===== src/rtl/cpu_pkg.sv =====
// Shared definitions for the Full_CPU_HDL control path: state codes, opcodes
// and the decoded-instruction record passed from instr_decode to the sequencer.
package cpu_pkg;

    localparam int OPW_DEFAULT = 4;

    typedef enum logic [2:0] {
        IDLE   = 3'd0,
        FETCH  = 3'd1,
        DECODE = 3'd2,
        EXEC   = 3'd3,
        WB     = 3'd4,
        HALT   = 3'd5
    } state_t;

    localparam logic [3:0] OP_NOP = 4'h0;
    localparam logic [3:0] OP_LDA = 4'h1;
    localparam logic [3:0] OP_STA = 4'h2;
    localparam logic [3:0] OP_ADD = 4'h3;
    localparam logic [3:0] OP_SUB = 4'h4;
    localparam logic [3:0] OP_JMP = 4'h5;
    localparam logic [3:0] OP_JZ  = 4'h6;
    localparam logic [3:0] OP_HLT = 4'hF;

    // Per-opcode enables consumed in EXEC (and DECODE for hlt).
    typedef struct packed {
        logic rd;     // mem_rd level during EXEC
        logic wr;     // mem_wr strobe on the EXEC step
        logic jmp;    // pc_load strobe on the EXEC step
        logic sub;    // ALU subtract select
        logic to_wb;  // EXEC continues to WB instead of FETCH
        logic hlt;    // DECODE goes to HALT
    } dec_t;

endpackage


===== src/rtl/instr_cycle_ctrl_if.sv =====
// Bus between timing_generator/datapath and instr_cycle_ctrl.
// The retired port exists only when INSTR_CYCLE_CTRL_RETIRE_CNT_EN is defined.
interface instr_cycle_ctrl_if #(
    parameter int OPW  = 4,
    parameter int CNTW = 16
);
    logic           start;
    logic           step;
    logic           clk_s0;
    logic           clk_s1;
    logic [OPW-1:0] opcode;
    logic           zero;
    logic           E;
    logic           mem_rd;
    logic           mem_wr;
    logic           ir_load;
    logic           pc_inc;
    logic           pc_load;
    logic           acc_load;
    logic           alu_sub;
    logic           halted;
    logic [2:0]     state;
`ifdef INSTR_CYCLE_CTRL_RETIRE_CNT_EN
    logic [CNTW-1:0] retired;
`else
    wire [CNTW-1:0] unused_cntw = '0;
`endif

    modport master (
        output start, step, clk_s0, clk_s1, opcode, zero,
        input  E, mem_rd, mem_wr, ir_load, pc_inc, pc_load, acc_load,
               alu_sub, halted, state
`ifdef INSTR_CYCLE_CTRL_RETIRE_CNT_EN
               , retired
`endif
    );

    modport slave (
        input  start, step, clk_s0, clk_s1, opcode, zero,
        output E, mem_rd, mem_wr, ir_load, pc_inc, pc_load, acc_load,
               alu_sub, halted, state
`ifdef INSTR_CYCLE_CTRL_RETIRE_CNT_EN
               , retired
`endif
    );

endinterface


===== src/rtl/instr_cycle_ctrl_decode.sv =====
// instr_decode: purely combinational opcode/zero -> exec-class enables.
module instr_decode
    import cpu_pkg::*;
#(
    parameter int OPW = OPW_DEFAULT
) (
    input  logic [OPW-1:0] opcode,
    input  logic           zero,
    output dec_t           dec
);

    // NOTE: every output of a combinational block gets a default first, otherwise
    // unlisted opcodes would leave dec unassigned and infer a latch.
    always_comb begin
        dec = '0;
        case (opcode)
            OPW'(OP_LDA): begin dec.rd = 1'b1; dec.to_wb = 1'b1; end
            OPW'(OP_STA): dec.wr = 1'b1;
            OPW'(OP_ADD): begin dec.rd = 1'b1; dec.to_wb = 1'b1; end
            OPW'(OP_SUB): begin dec.rd = 1'b1; dec.to_wb = 1'b1; dec.sub = 1'b1; end
            OPW'(OP_JMP): dec.jmp = 1'b1;
            OPW'(OP_JZ):  dec.jmp = zero;
            OPW'(OP_HLT): dec.hlt = 1'b1;
            default:      dec = '0;
        endcase
    end

endmodule


===== src/rtl/instr_cycle_ctrl.sv =====
// Multi-cycle FETCH/DECODE/EXEC/WB sequencer driven by timing_generator's step.
// Optional retired-instruction counter: define INSTR_CYCLE_CTRL_RETIRE_CNT_EN.
module instr_cycle_ctrl
    import cpu_pkg::*;
#(
    parameter int OPW  = OPW_DEFAULT,
    parameter int CNTW = 16
) (
    input logic               clk,
    input logic               rst,
    instr_cycle_ctrl_if.slave bus
);

    state_t state_q, state_d;
    logic   start_q;
    logic   sub_q;
    dec_t   dec;
    logic   fire;
    logic   retire;
    logic   e, mem_rd, mem_wr, ir_load, pc_inc, pc_load, acc_load, alu_sub, halted;

    // The phase-0 qualifier carries no decision for this block.
    wire unused_ok = &{1'b0, bus.clk_s0};

    instr_decode #(.OPW(OPW)) u_decode (
        .opcode (bus.opcode),
        .zero   (bus.zero),
        .dec    (dec)
    );

    assign fire = bus.step & bus.clk_s1;

    always_comb begin
        state_d  = state_q;
        e        = 1'b0;
        mem_rd   = 1'b0;
        mem_wr   = 1'b0;
        ir_load  = 1'b0;
        pc_inc   = 1'b0;
        pc_load  = 1'b0;
        acc_load = 1'b0;
        alu_sub  = 1'b0;
        halted   = 1'b0;
        retire   = 1'b0;
        case (state_q)
            IDLE: if (bus.start) state_d = FETCH;
            FETCH: begin
                e      = 1'b1;
                mem_rd = 1'b1;
                if (bus.step) begin
                    state_d = DECODE;
                    ir_load = fire;
                    pc_inc  = fire;
                end
            end
            DECODE: begin
                e = 1'b1;
                if (bus.step) state_d = dec.hlt ? HALT : EXEC;
            end
            EXEC: begin
                e       = 1'b1;
                mem_rd  = dec.rd;
                alu_sub = dec.sub;
                if (bus.step) begin
                    state_d = dec.to_wb ? WB : FETCH;
                    mem_wr  = fire & dec.wr;
                    pc_load = fire & dec.jmp;
                    retire  = ~dec.to_wb;
                end
            end
            WB: begin
                e       = 1'b1;
                alu_sub = sub_q;
                if (bus.step) begin
                    state_d  = FETCH;
                    acc_load = fire;
                    retire   = 1'b1;
                end
            end
            HALT: begin
                halted = 1'b1;
                if (bus.start && !start_q) state_d = FETCH;
            end
            default: state_d = IDLE;
        endcase
    end

    // NOTE: sequential state uses non-blocking assignments so every register
    // samples the pre-edge values, independent of statement order.
    always_ff @(posedge clk) begin
        if (rst) begin
            state_q <= IDLE;
            start_q <= 1'b0;
            sub_q   <= 1'b0;
        end else begin
            state_q <= state_d;
            start_q <= bus.start;
            if (state_q == EXEC && bus.step) sub_q <= dec.sub;
        end
    end

    // Reset suppresses every output in the same cycle so no partial write escapes.
    assign bus.E        = e        & ~rst;
    assign bus.mem_rd   = mem_rd   & ~rst;
    assign bus.mem_wr   = mem_wr   & ~rst;
    assign bus.ir_load  = ir_load  & ~rst;
    assign bus.pc_inc   = pc_inc   & ~rst;
    assign bus.pc_load  = pc_load  & ~rst;
    assign bus.acc_load = acc_load & ~rst;
    assign bus.alu_sub  = alu_sub  & ~rst;
    assign bus.halted   = halted   & ~rst;
    assign bus.state    = state_q;

`ifdef INSTR_CYCLE_CTRL_RETIRE_CNT_EN
    logic [CNTW-1:0] retired_q;

    always_ff @(posedge clk) begin
        if (rst)         retired_q <= '0;
        else if (retire) retired_q <= retired_q + 1'b1;
    end

    assign bus.retired = retired_q;
`else
    wire unused_retire = retire;
    wire [CNTW-1:0] unused_cntw = '0;
`endif

endmodule


===== src/flat_wrapper.sv =====
// flat-port wrapper written by rule: the top's interface ports become plain ports
module instr_cycle_ctrl_flat import cpu_pkg::*;
#(
    parameter int OPW  = OPW_DEFAULT,
    parameter int CNTW = 16
)
  (clk, rst, bus_start, bus_step, bus_clk_s0, bus_clk_s1, bus_opcode, bus_zero, bus_E, bus_mem_rd, bus_mem_wr, bus_ir_load, bus_pc_inc, bus_pc_load, bus_acc_load, bus_alu_sub, bus_halted, bus_state);
  instr_cycle_ctrl_if #(.OPW(OPW), .CNTW(CNTW)) bus_i ();
  input logic clk;
  input logic rst;
  input wire logic [$bits(bus_i.start)-1:0] bus_start;
  input wire logic [$bits(bus_i.step)-1:0] bus_step;
  input wire logic [$bits(bus_i.clk_s0)-1:0] bus_clk_s0;
  input wire logic [$bits(bus_i.clk_s1)-1:0] bus_clk_s1;
  input wire logic [$bits(bus_i.opcode)-1:0] bus_opcode;
  input wire logic [$bits(bus_i.zero)-1:0] bus_zero;
  output wire logic [$bits(bus_i.E)-1:0] bus_E;
  output wire logic [$bits(bus_i.mem_rd)-1:0] bus_mem_rd;
  output wire logic [$bits(bus_i.mem_wr)-1:0] bus_mem_wr;
  output wire logic [$bits(bus_i.ir_load)-1:0] bus_ir_load;
  output wire logic [$bits(bus_i.pc_inc)-1:0] bus_pc_inc;
  output wire logic [$bits(bus_i.pc_load)-1:0] bus_pc_load;
  output wire logic [$bits(bus_i.acc_load)-1:0] bus_acc_load;
  output wire logic [$bits(bus_i.alu_sub)-1:0] bus_alu_sub;
  output wire logic [$bits(bus_i.halted)-1:0] bus_halted;
  output wire logic [$bits(bus_i.state)-1:0] bus_state;
  assign bus_i.start = bus_start;
  assign bus_i.step = bus_step;
  assign bus_i.clk_s0 = bus_clk_s0;
  assign bus_i.clk_s1 = bus_clk_s1;
  assign bus_i.opcode = bus_opcode;
  assign bus_i.zero = bus_zero;
  assign bus_E = bus_i.E;
  assign bus_mem_rd = bus_i.mem_rd;
  assign bus_mem_wr = bus_i.mem_wr;
  assign bus_ir_load = bus_i.ir_load;
  assign bus_pc_inc = bus_i.pc_inc;
  assign bus_pc_load = bus_i.pc_load;
  assign bus_acc_load = bus_i.acc_load;
  assign bus_alu_sub = bus_i.alu_sub;
  assign bus_halted = bus_i.halted;
  assign bus_state = bus_i.state;
  instr_cycle_ctrl #(.OPW(OPW), .CNTW(CNTW)) u_core (.clk(clk), .rst(rst), .bus(bus_i));
endmodule

===== config.mk =====
export PLATFORM = sky130hd
export DESIGN_NAME = instr_cycle_ctrl_flat
export DESIGN_NICKNAME = d
export VERILOG_FILES = /design/src/rtl/cpu_pkg.sv /design/src/rtl/instr_cycle_ctrl_if.sv /design/src/rtl/instr_cycle_ctrl_decode.sv /design/src/rtl/instr_cycle_ctrl.sv /design/src/flat_wrapper.sv
export SDC_FILE = /design/constraint.sdc
export NUM_CORES = 1
export LEC_CHECK = 0
export BUFFER_PORTS_ARGS = -buffer_cell sky130_fd_sc_hd__buf_4
export CORE_MARGIN = 5
export CORE_UTILIZATION = 25
export CTS_CLUSTER_DIAMETER = 120
export DETAILED_ROUTE_END_ITERATION = 10
export MAX_ROUTING_LAYER = met4
export PLACE_DENSITY_LB_ADDON = 0.08
export SLEW_MARGIN = 25
export SYNTH_ARGS = -nofsm -noshare
export SYNTH_HDL_FRONTEND = slang
export SYNTH_SLANG_ARGS = --single-unit

===== constraint.sdc =====
create_clock -name clk -period 1.2 [get_ports clk]
set_input_delay 0.24 -clock clk [delete_from_list [all_inputs] [get_ports clk]]
set_output_delay 0.24 -clock clk [all_outputs]
set_load 0.005 [all_outputs]

==> results of run 1 <==
-- final cells by class --
type,instances,area share
timing repair buffer,55,0.404
tap,27,0.0313
clock inverter,1,0.00464
sequential,5,0.103
inverter,4,0.0209
clock buffer,3,0.0209
multi-input combinational,51,0.415
-- flip-flops by register name, summed over array words and instances, names as in the netlist --
register / count
u_core.bus.state: 3
u_core.start_q: 1
u_core.sub_q: 1
-- worst register-to-register path, delay by kind of cell (launching register included) --
family / cells / cell delay, ns
simple gates: 2 / 0.54
flops: 1 / 0.36
compound gates: 2 / 0.27
buf+inv: 1 / 0.15
-- final timing paths --
path / endpoint / slack [ns] / cells past startpoint
setup / recovery: bus_mem_wr / -0.34 / 4
hold / removal: u_core.start_q / 0.24 / 2
setup reg to reg: u_core.bus.state[1] / -0.25 / 5
hold reg to reg: u_core.sub_q / 0.48 / 2
-- cells by family after synthesis --
group | count (synthesis) | synth area share
xor+xnor | 1 | 0.0180
flops | 5 | 0.206
buf+inv | 8 | 0.0876
mux | 2 | 0.0438
simple gates | 35 | 0.415
compound gates | 13 | 0.229
-- stage by stage --
step	setup TNS [ns]	area, µm²	hold slack (ns)	total power, µW
floorplan	-0.103	507	0.368	511
global placement	-1.08	830	0.449	799
detailed placement	-1.14	830	0.458	794
CTS	-2.88	977	0.237	1090
global route	-3.94	1080	0.254	1330
finish	-3.17	1080	0.245	1240
-- synth_stat cells (all sizes together) --
cell	count
nand2	8
nor2	7
nor3	6
dfxtp	5
buf	4
inv	4
a21oi	3
nand3b	3
nand3	2
nor4b	2
o21ai	2
o22ai	2
a211oi	1
a221oi	1
a31o	1
a32oi	1
and3b	1
mux2	1
mux2i	1
nand4	1
nand4b	1
nor2b	1
nor4	1
o2111ai	1
o311ai	1
or2	1
or3b	1
xnor2	1
-- repair_timing --
item,CTS,global route
resized for setup,20,14
setup buffers,7,5
hold buffers,0,0
pin swaps,7,4
setup endpoints to repair,12,12
gates cloned,0,0
-- where the power goes --
part           leakage, µW  internal [µW]  switching, µW
Sequential       0.0000431            201           32.9
Clock            0.0000177            121           76.8
Combinational     0.000434            456            351
-- per-layer routing --
layer,track usage,vias to the layer above,share of wire,wire length (µm)
met1,0.171,308,0.42,749
met3,0.0166,0,0.032,56
met2,0.222,15,0.54,958
met5,-,-,0,0
met4,0.0498,0,0,0
li1,-,349,-,-
==> out/metrics.yaml, run 1 <==
status:
  status: "finished, violations left"
  violations: "negative setup slack"
finish:
  ff_latch_area_um2: 111
  final_util: 0.567
  multi_input_area_um2: 448
  finish.net_count: 131
  drive_gt1_frac: 0.723
  fin_cells: 146
  antenna_cells: 0
  layout_commonest_cell: "buf_4"
  nFillCells: 186
  area_delta_synth_final_pct: 122
  final_cell_mix: "buf_4, buf_6, nor2_1, nand2_1"
placed_design:
  preCtsSetupSlack_ns: -0.211
  gp_congestion: 0.765
  port_buffers: 21
  place_inst: 130
  hpwlAfterDp_um: 1200
floorplan:
  die_area_um2: 2920
  die_h_um: 54.1
  die_w_um: 54.1
  core_um2: 1900
  io_pins: 23
  row_count: 16
  initial_core_util: 0.255
sta:
  finalWorstPathRequiredPeriod_ns: 1.54
  fmax_ghz: 0.650
  hold_viol: 0
  post-route-period-util: 1.28
  rsz0062_at_grt: "true"
  tightest_slew_ns: 0.242
  slew_viol_final: 0
  setup_viol: 12
  final.setup.worst_slack_ns: -0.338
  slew_headroom: 0.838
  skew_ns: 0.00919
route:
  drtIter0Drc: 7
  drc: 0
  drt-total-wl_um: 1770
  vias: 672
  post_drt_wl_per_cell_um: 12.1
  antenna_left: 0
  vias_per_cell: 4.60
  dr.pass1.iters: 4
critical_path:
  path_delay_family: "simple AND/OR/NAND/NOR gates"
  crit_fanout: 3
  r2r-start: "u_core.bus.state[1]"
  crit_path_top_delay_cell: "dfxtp_4"
  crit_chain: "and3b_2 -> nand2_2 -> nor4b_2 -> buf_4"
  critPathBufInv: 1
  crit_path_end_kind: "output pin"
  arrival_ns: 1.30
  crit_type: "flop to output pin"
  cp-start-kind: "flop"
  cp_data_required_time_ns: 0.96
  max_stage_delay_ns: 0.34
  cp-startpoint: "u_core.bus.state[2]"
power_and_ir_drop:
  power_density_nw_per_um2: 1150
  irDropWorstVdd_uv: 669
  total_leakage_power_uw: 0.000495
global_routing:
  first_global_vias: 662
  antenna_found_initial: 0
  grt_pass1_wl_um: 2820
  grt-ovfl-total: 0
  grt_usage: 0.136
  grt_max_degree: 13
logic_synthesis:
  synth_seq_cells: 5
  yosys_warnings: 0
  postSynthAreaPerCell_um2: 7.59
  yosysTopAreaCellShare: 0.206
  syn_inst: 64
  ys_seq_area_frac: 0.206
  synth_area_um2: 485
  syn-num-nets: 75
  synth_area_leaders: "dfxtp_1, nor3_1, nand2_1, nor2_1, nand3b_1"
  yosysUniqueCellTypes: 34
  yosysTopAreaCell: "dfxtp_1"
hold_path:
  hp-start: "bus_start"
  hp-class: "input port to flop"
clocking:
  numCtsBuffers: 3
  clk_pin_slew_ns: 0.05
  cts_sinks: 5
  clockBufferDepth: 2
  cts_root_buf: "clkbuf_4"
  cts_max_level: 1
  clk_latency_ns: 0.25
  cts_tree: "built"
run:
  cap_violations: 0
Power figures use the tool's default switching activity.
==> inputs of run 2 (changes only) <==
- CAP_MARGIN: unset -> 25
- clock period: 1.2 -> 1.3 ns (I/O delays scaled with it)
==> out/metrics.yaml, run 2 (synthesized netlist as in run 1, its figures left out) <==
clocking:
  cts_sinks: 5
  hold_buffers: 0
  clockBufferDepth: 2
  cts_max_level: 1
  cts_root_buf: "clkbuf_4"
  clk_pin_slew_ns: 0.04
  cts_tree: "built"
  numCtsBuffers: 3
  clk_latency_ns: 0.24
power_and_ir_drop:
  total_leakage_power_uw: 0.000505
  p_total_uw: 1250
  irDropWorstVdd_uv: 850
  power_density_nw_per_um2: 1120
critical_path:
  crit_type: "flop to output pin"
  r2r_end: "u_core.bus.state[2]"
  cp_data_required_time_ns: 1.04
  crit_path_end_kind: "output pin"
  rrSetupSlack_ns: -0.24
  cp-start-kind: "flop"
  crit_fanout: 5
  r2r-start: "u_core.bus.state[0]"
  arrival_ns: 1.31
  reg2regPathDepth: 6
sta:
  hold_viol: 0
  tns_ns: -1.99
  post-route-period-util: 1.20
  setup_viol: 13
  rsz0062_at_grt: "true"
  final.setup.worst_slack_ns: -0.266
  slew_viol_final: 0
  skew_ns: 0.0000827
  fmax_ghz: 0.638
  tightest_slew_ns: 0.286
  finalWorstPathRequiredPeriod_ns: 1.57
  slew_headroom: 0.808
placed_design:
  place_inst: 131
  gp_congestion: 0.773
  place_area_um2: 833
  port_buffers: 21
  hpwlAfterDp_um: 1250
finish:
  layout_commonest_cell: "buf_4"
  final_area_um2: 1120
  drive_gt1_frac: 0.721
  ff_latch_area_um2: 111
  antenna_cells: 0
  multi_input_area_um2: 452
  largest_register_ffs: 3
  area_delta_synth_final_pct: 131
  nFillCells: 179
  final_util: 0.589
  fin_cells: 149
  final_cell_mix: "buf_4, nor2_1, nand2_1, buf_6"
  finish.net_count: 134
floorplan:
  initial_core_util: 0.255
  core_um2: 1900
  row_count: 16
  die_area_um2: 2920
  die_w_um: 54.1
  die_h_um: 54.1
  io_pins: 23
hold_path:
  min_path_cells: 2
  hp-start: "bus_start"
  worstHoldEndpoint: "u_core.start_q"
  hp-class: "input port to flop"
route:
  drt-total-wl_um: 1880
  dr.pass1.iters: 3
  drtIter0Drc: 4
  drc: 0
  antenna_left: 0
  vias_per_cell: 4.55
  vias: 678
  post_drt_wl_per_cell_um: 12.6
status:
  status: "finished, violations left"
  violations: "negative setup slack"
global_routing:
  first_global_vias: 666
  grt_pass1_wl_um: 2980
  grt_max_degree: 13
  antenna_found_initial: 0
  grt_usage: 0.143
  grt-ovfl-total: 0
run:
  cap_violations: 0
-- run 2: changes by cell type in the layout (fill, tap and decap cells not counted), sizes merged --
cell    delta
buf        +3
inv        -1
clkbuf     +1
-- run 2: layout make-up --
cell class / count / area share
inverter: 4 / 0.0313
tap: 27 / 0.0302
timing repair buffer: 58 / 0.412
clock buffer: 4 / 0.0235
sequential: 5 / 0.0994
multi-input combinational: 51 / 0.403
-- run 2: repair_timing --
item                       CTS  global route
pin swaps                   14             6
setup buffers                8             7
gates resized for setup     38             5
setup endpoints to repair   12            12
-- run 2: through the flow --
step / setup slack [ns] / hold slack, ns
5_1_grt: -0.322 / 0.293
3_3_place_gp: -0.121 / 0.451
3_5_place_dp: -0.143 / 0.462
6_report: -0.266 / 0.290
2_1_floorplan: -0.0412 / 0.388
4_1_cts: -0.280 / 0.283
-- run 2: worst max path at each step --
stage	from	end	slack, ns	depth (start not counted)
after global routing	u_core.bus.state[0]	bus_alu_sub	-0.32	5
final	u_core.bus.state[0]	bus_alu_sub	-0.27	5
after detailed placement	bus_opcode[3]	bus_mem_rd	-0.14	6
after CTS	u_core.bus.state[2]	bus_mem_wr	-0.28	4
after floorplan	u_core.bus.state[2]	bus_mem_wr	-0.04	4
after global placement	bus_opcode[3]	bus_mem_rd	-0.12	6
-- run 2: power breakdown --
group	internal [µW]	switching (µW)
clock	116	57.3
sequential	186	28.2
combinational	484	379
total	785	465
-- run 2: per-layer routing --
metal  up-vias  part of all wire  routed length [µm]  GRT usage
li1        352                 -                   -          -
met3         2             0.032                  60     0.0111
met4         0            0.0048                   9     0.0622
met5         -                 0                   0          -
met2         8              0.51                 962      0.226
met1       316              0.45                 848      0.185
-- run 2: worst max-delay path, cell delays in order (launching register included) --
cell and delay, ns:
dfxtp_4 0.35, and3b_2 0.23, buf_4 0.14, a32oi_1 0.16
nor2_1 0.06, buf_4 0.13
==> inputs of run 3 (changes only) <==
- CORE_AREA: unset -> 5 5 42 44
- CORE_MARGIN: 5 -> unset
- CORE_UTILIZATION: 25 -> unset
- DIE_AREA: unset -> 0 0 47 49
==> out/metrics.yaml, run 3 (synthesized netlist as in run 1, its figures left out) <==
route:
  drtIter0Drc: 5
  vias_per_cell: 5.05
  post_drt_wl_per_cell_um: 12.2
  drt-total-wl_um: 1560
  vias: 647
  wl_met2_um: 847
  highest_layer: "met3"
  drt-met1-wl_um: 634
  dr.pass1.iters: 4
  antenna_left: 0
  wl_met3_um: 82
  drc: 0
clocking:
  numCtsBuffers: 3
  cts_tree: "built"
  clockBufferDepth: 2
  cts_max_level: 1
  clk_latency_ns: 0.23
  cts_root_buf: "clkbuf_4"
  cts_sinks: 5
  clk_pin_slew_ns: 0.04
floorplan:
  core_um2: 1400
  io_pins: 23
  die_w_um: 47
  die_h_um: 49
  die_area_um2: 2300
  initial_core_util: 0.346
  row_count: 14
global_routing:
  grt_max_degree: 13
  grt_usage: 0.152
  first_global_vias: 617
  grt-ovfl-total: 0
  antenna_found_initial: 0
  grt_pass1_wl_um: 2550
sta:
  skew_ns: 0.000491
  slew_headroom: 0.793
  fmax_ghz: 0.647
  hold_viol: 0
  final.setup.worst_slack_ns: -0.244
  finalWorstPathRequiredPeriod_ns: 1.54
  rsz0062_at_grt: "true"
  setup_viol: 12
  tightest_slew_ns: 0.310
  whs_ns: 0.270
  tns_ns: -1.80
  slew_viol_final: 0
  post-route-period-util: 1.19
finish:
  layout_commonest_cell: "buf_4"
  antenna_cells: 0
  final_cell_mix: "buf_4, nand2_1, nor2_1, buf_6"
  drive_gt1_frac: 0.670
  area_delta_synth_final_pct: 96.6
  finish.net_count: 124
  final_util: 0.681
  largest_register_ffs: 3
critical_path:
  crit_chain: "and3b_2 -> nand2_2 -> nor4b_2 -> buf_4"
  cp_data_required_time_ns: 1.04
  arrival_ns: 1.28
  crit_path_end_kind: "output pin"
  max_stage_delay_ns: 0.34
  cp-start-kind: "flop"
  crit_fanout: 4
  crit_path_top_delay_cell: "dfxtp_4"
  crit_type: "flop to output pin"
run:
  cap_violations: 0
hold_path:
  hp-class: "input port to flop"
power_and_ir_drop:
  irDropWorstVdd_uv: 994
  p_total_uw: 1040
  total_leakage_power_uw: 0.000440
  power_density_nw_per_um2: 1090
placed_design:
  hpwlAfterDp_um: 1220
  gp_congestion: 0.836
  port_buffers: 21
status:
  violations: "negative setup slack"
  status: "finished, violations left"
==> run 3: changes by cell type in the layout (fill, tap and decap cells not counted), sizes merged <==
cell    before  now
clkinv       1    0
buf         58   48
inv          3    4
==> run 3: worst paths after layout <==
| path | from | end | slack [ns] | depth (start not counted) |
|---|---|---|---|---|
| setup / recovery | u_core.bus.state[2] | bus_mem_wr | -0.24 | 4 |
| hold / removal | bus_start | u_core.start_q | 0.27 | 2 |
| setup reg to reg | u_core.bus.state[0] | u_core.bus.state[1] | -0.13 | 5 |
| hold reg to reg | u_core.sub_q | u_core.sub_q | 0.46 | 2 |
==> run 3: layout make-up <==
| cell class | count | area, µm² |
|---|---|---|
| repair buffers | 48 | 379 |
| flip-flops and latches | 5 | 109 |
| well taps | 16 | 20.0 |
| inverters | 4 | 20.0 |
| multi-input cells | 51 | 400 |
| fillers | 128 | 447 |
| clock buffers | 4 | 26.3 |
==> run 3: timing repair <==
action,CTS,global route
endpoints found under the hold margin,0,0
hold buffers,0,0
buffers inserted,0,4
setup endpoints to repair,11,12
pin swaps,3,6
resized for setup,15,11
==> run 3: per-stage QoR <==
stage	cells	area, µm²	setup slack, ns
6_report	128	955	-0.244
3_5_place_dp	120	820	-0.121
2_1_floorplan	64	497	-0.0412
4_1_cts	124	885	-0.268
5_1_grt	128	955	-0.337
3_3_place_gp	120	820	-0.123
==> run 3: worst max-delay path: cells and delay by family, from the launching register on <==
family	cells	cell delay, ns
AND/OR/NAND/NOR	3	0.57
flip-flops	1	0.34
buffers and inverters	1	0.14
==> run 3: layer usage <==
layer  vias to the layer above  global-route usage
met2                        13               0.247
met1                       298               0.171
met3                         0              0.0258
met4                         0              0.0783
li1                        336                   -
met5                         -                   -
==> run 3: power by group <==
part	total, µW	internal (µW)	switching, µW
Clock	169	115	53.4
Combinational	660	377	284
Sequential	214	182	32.3
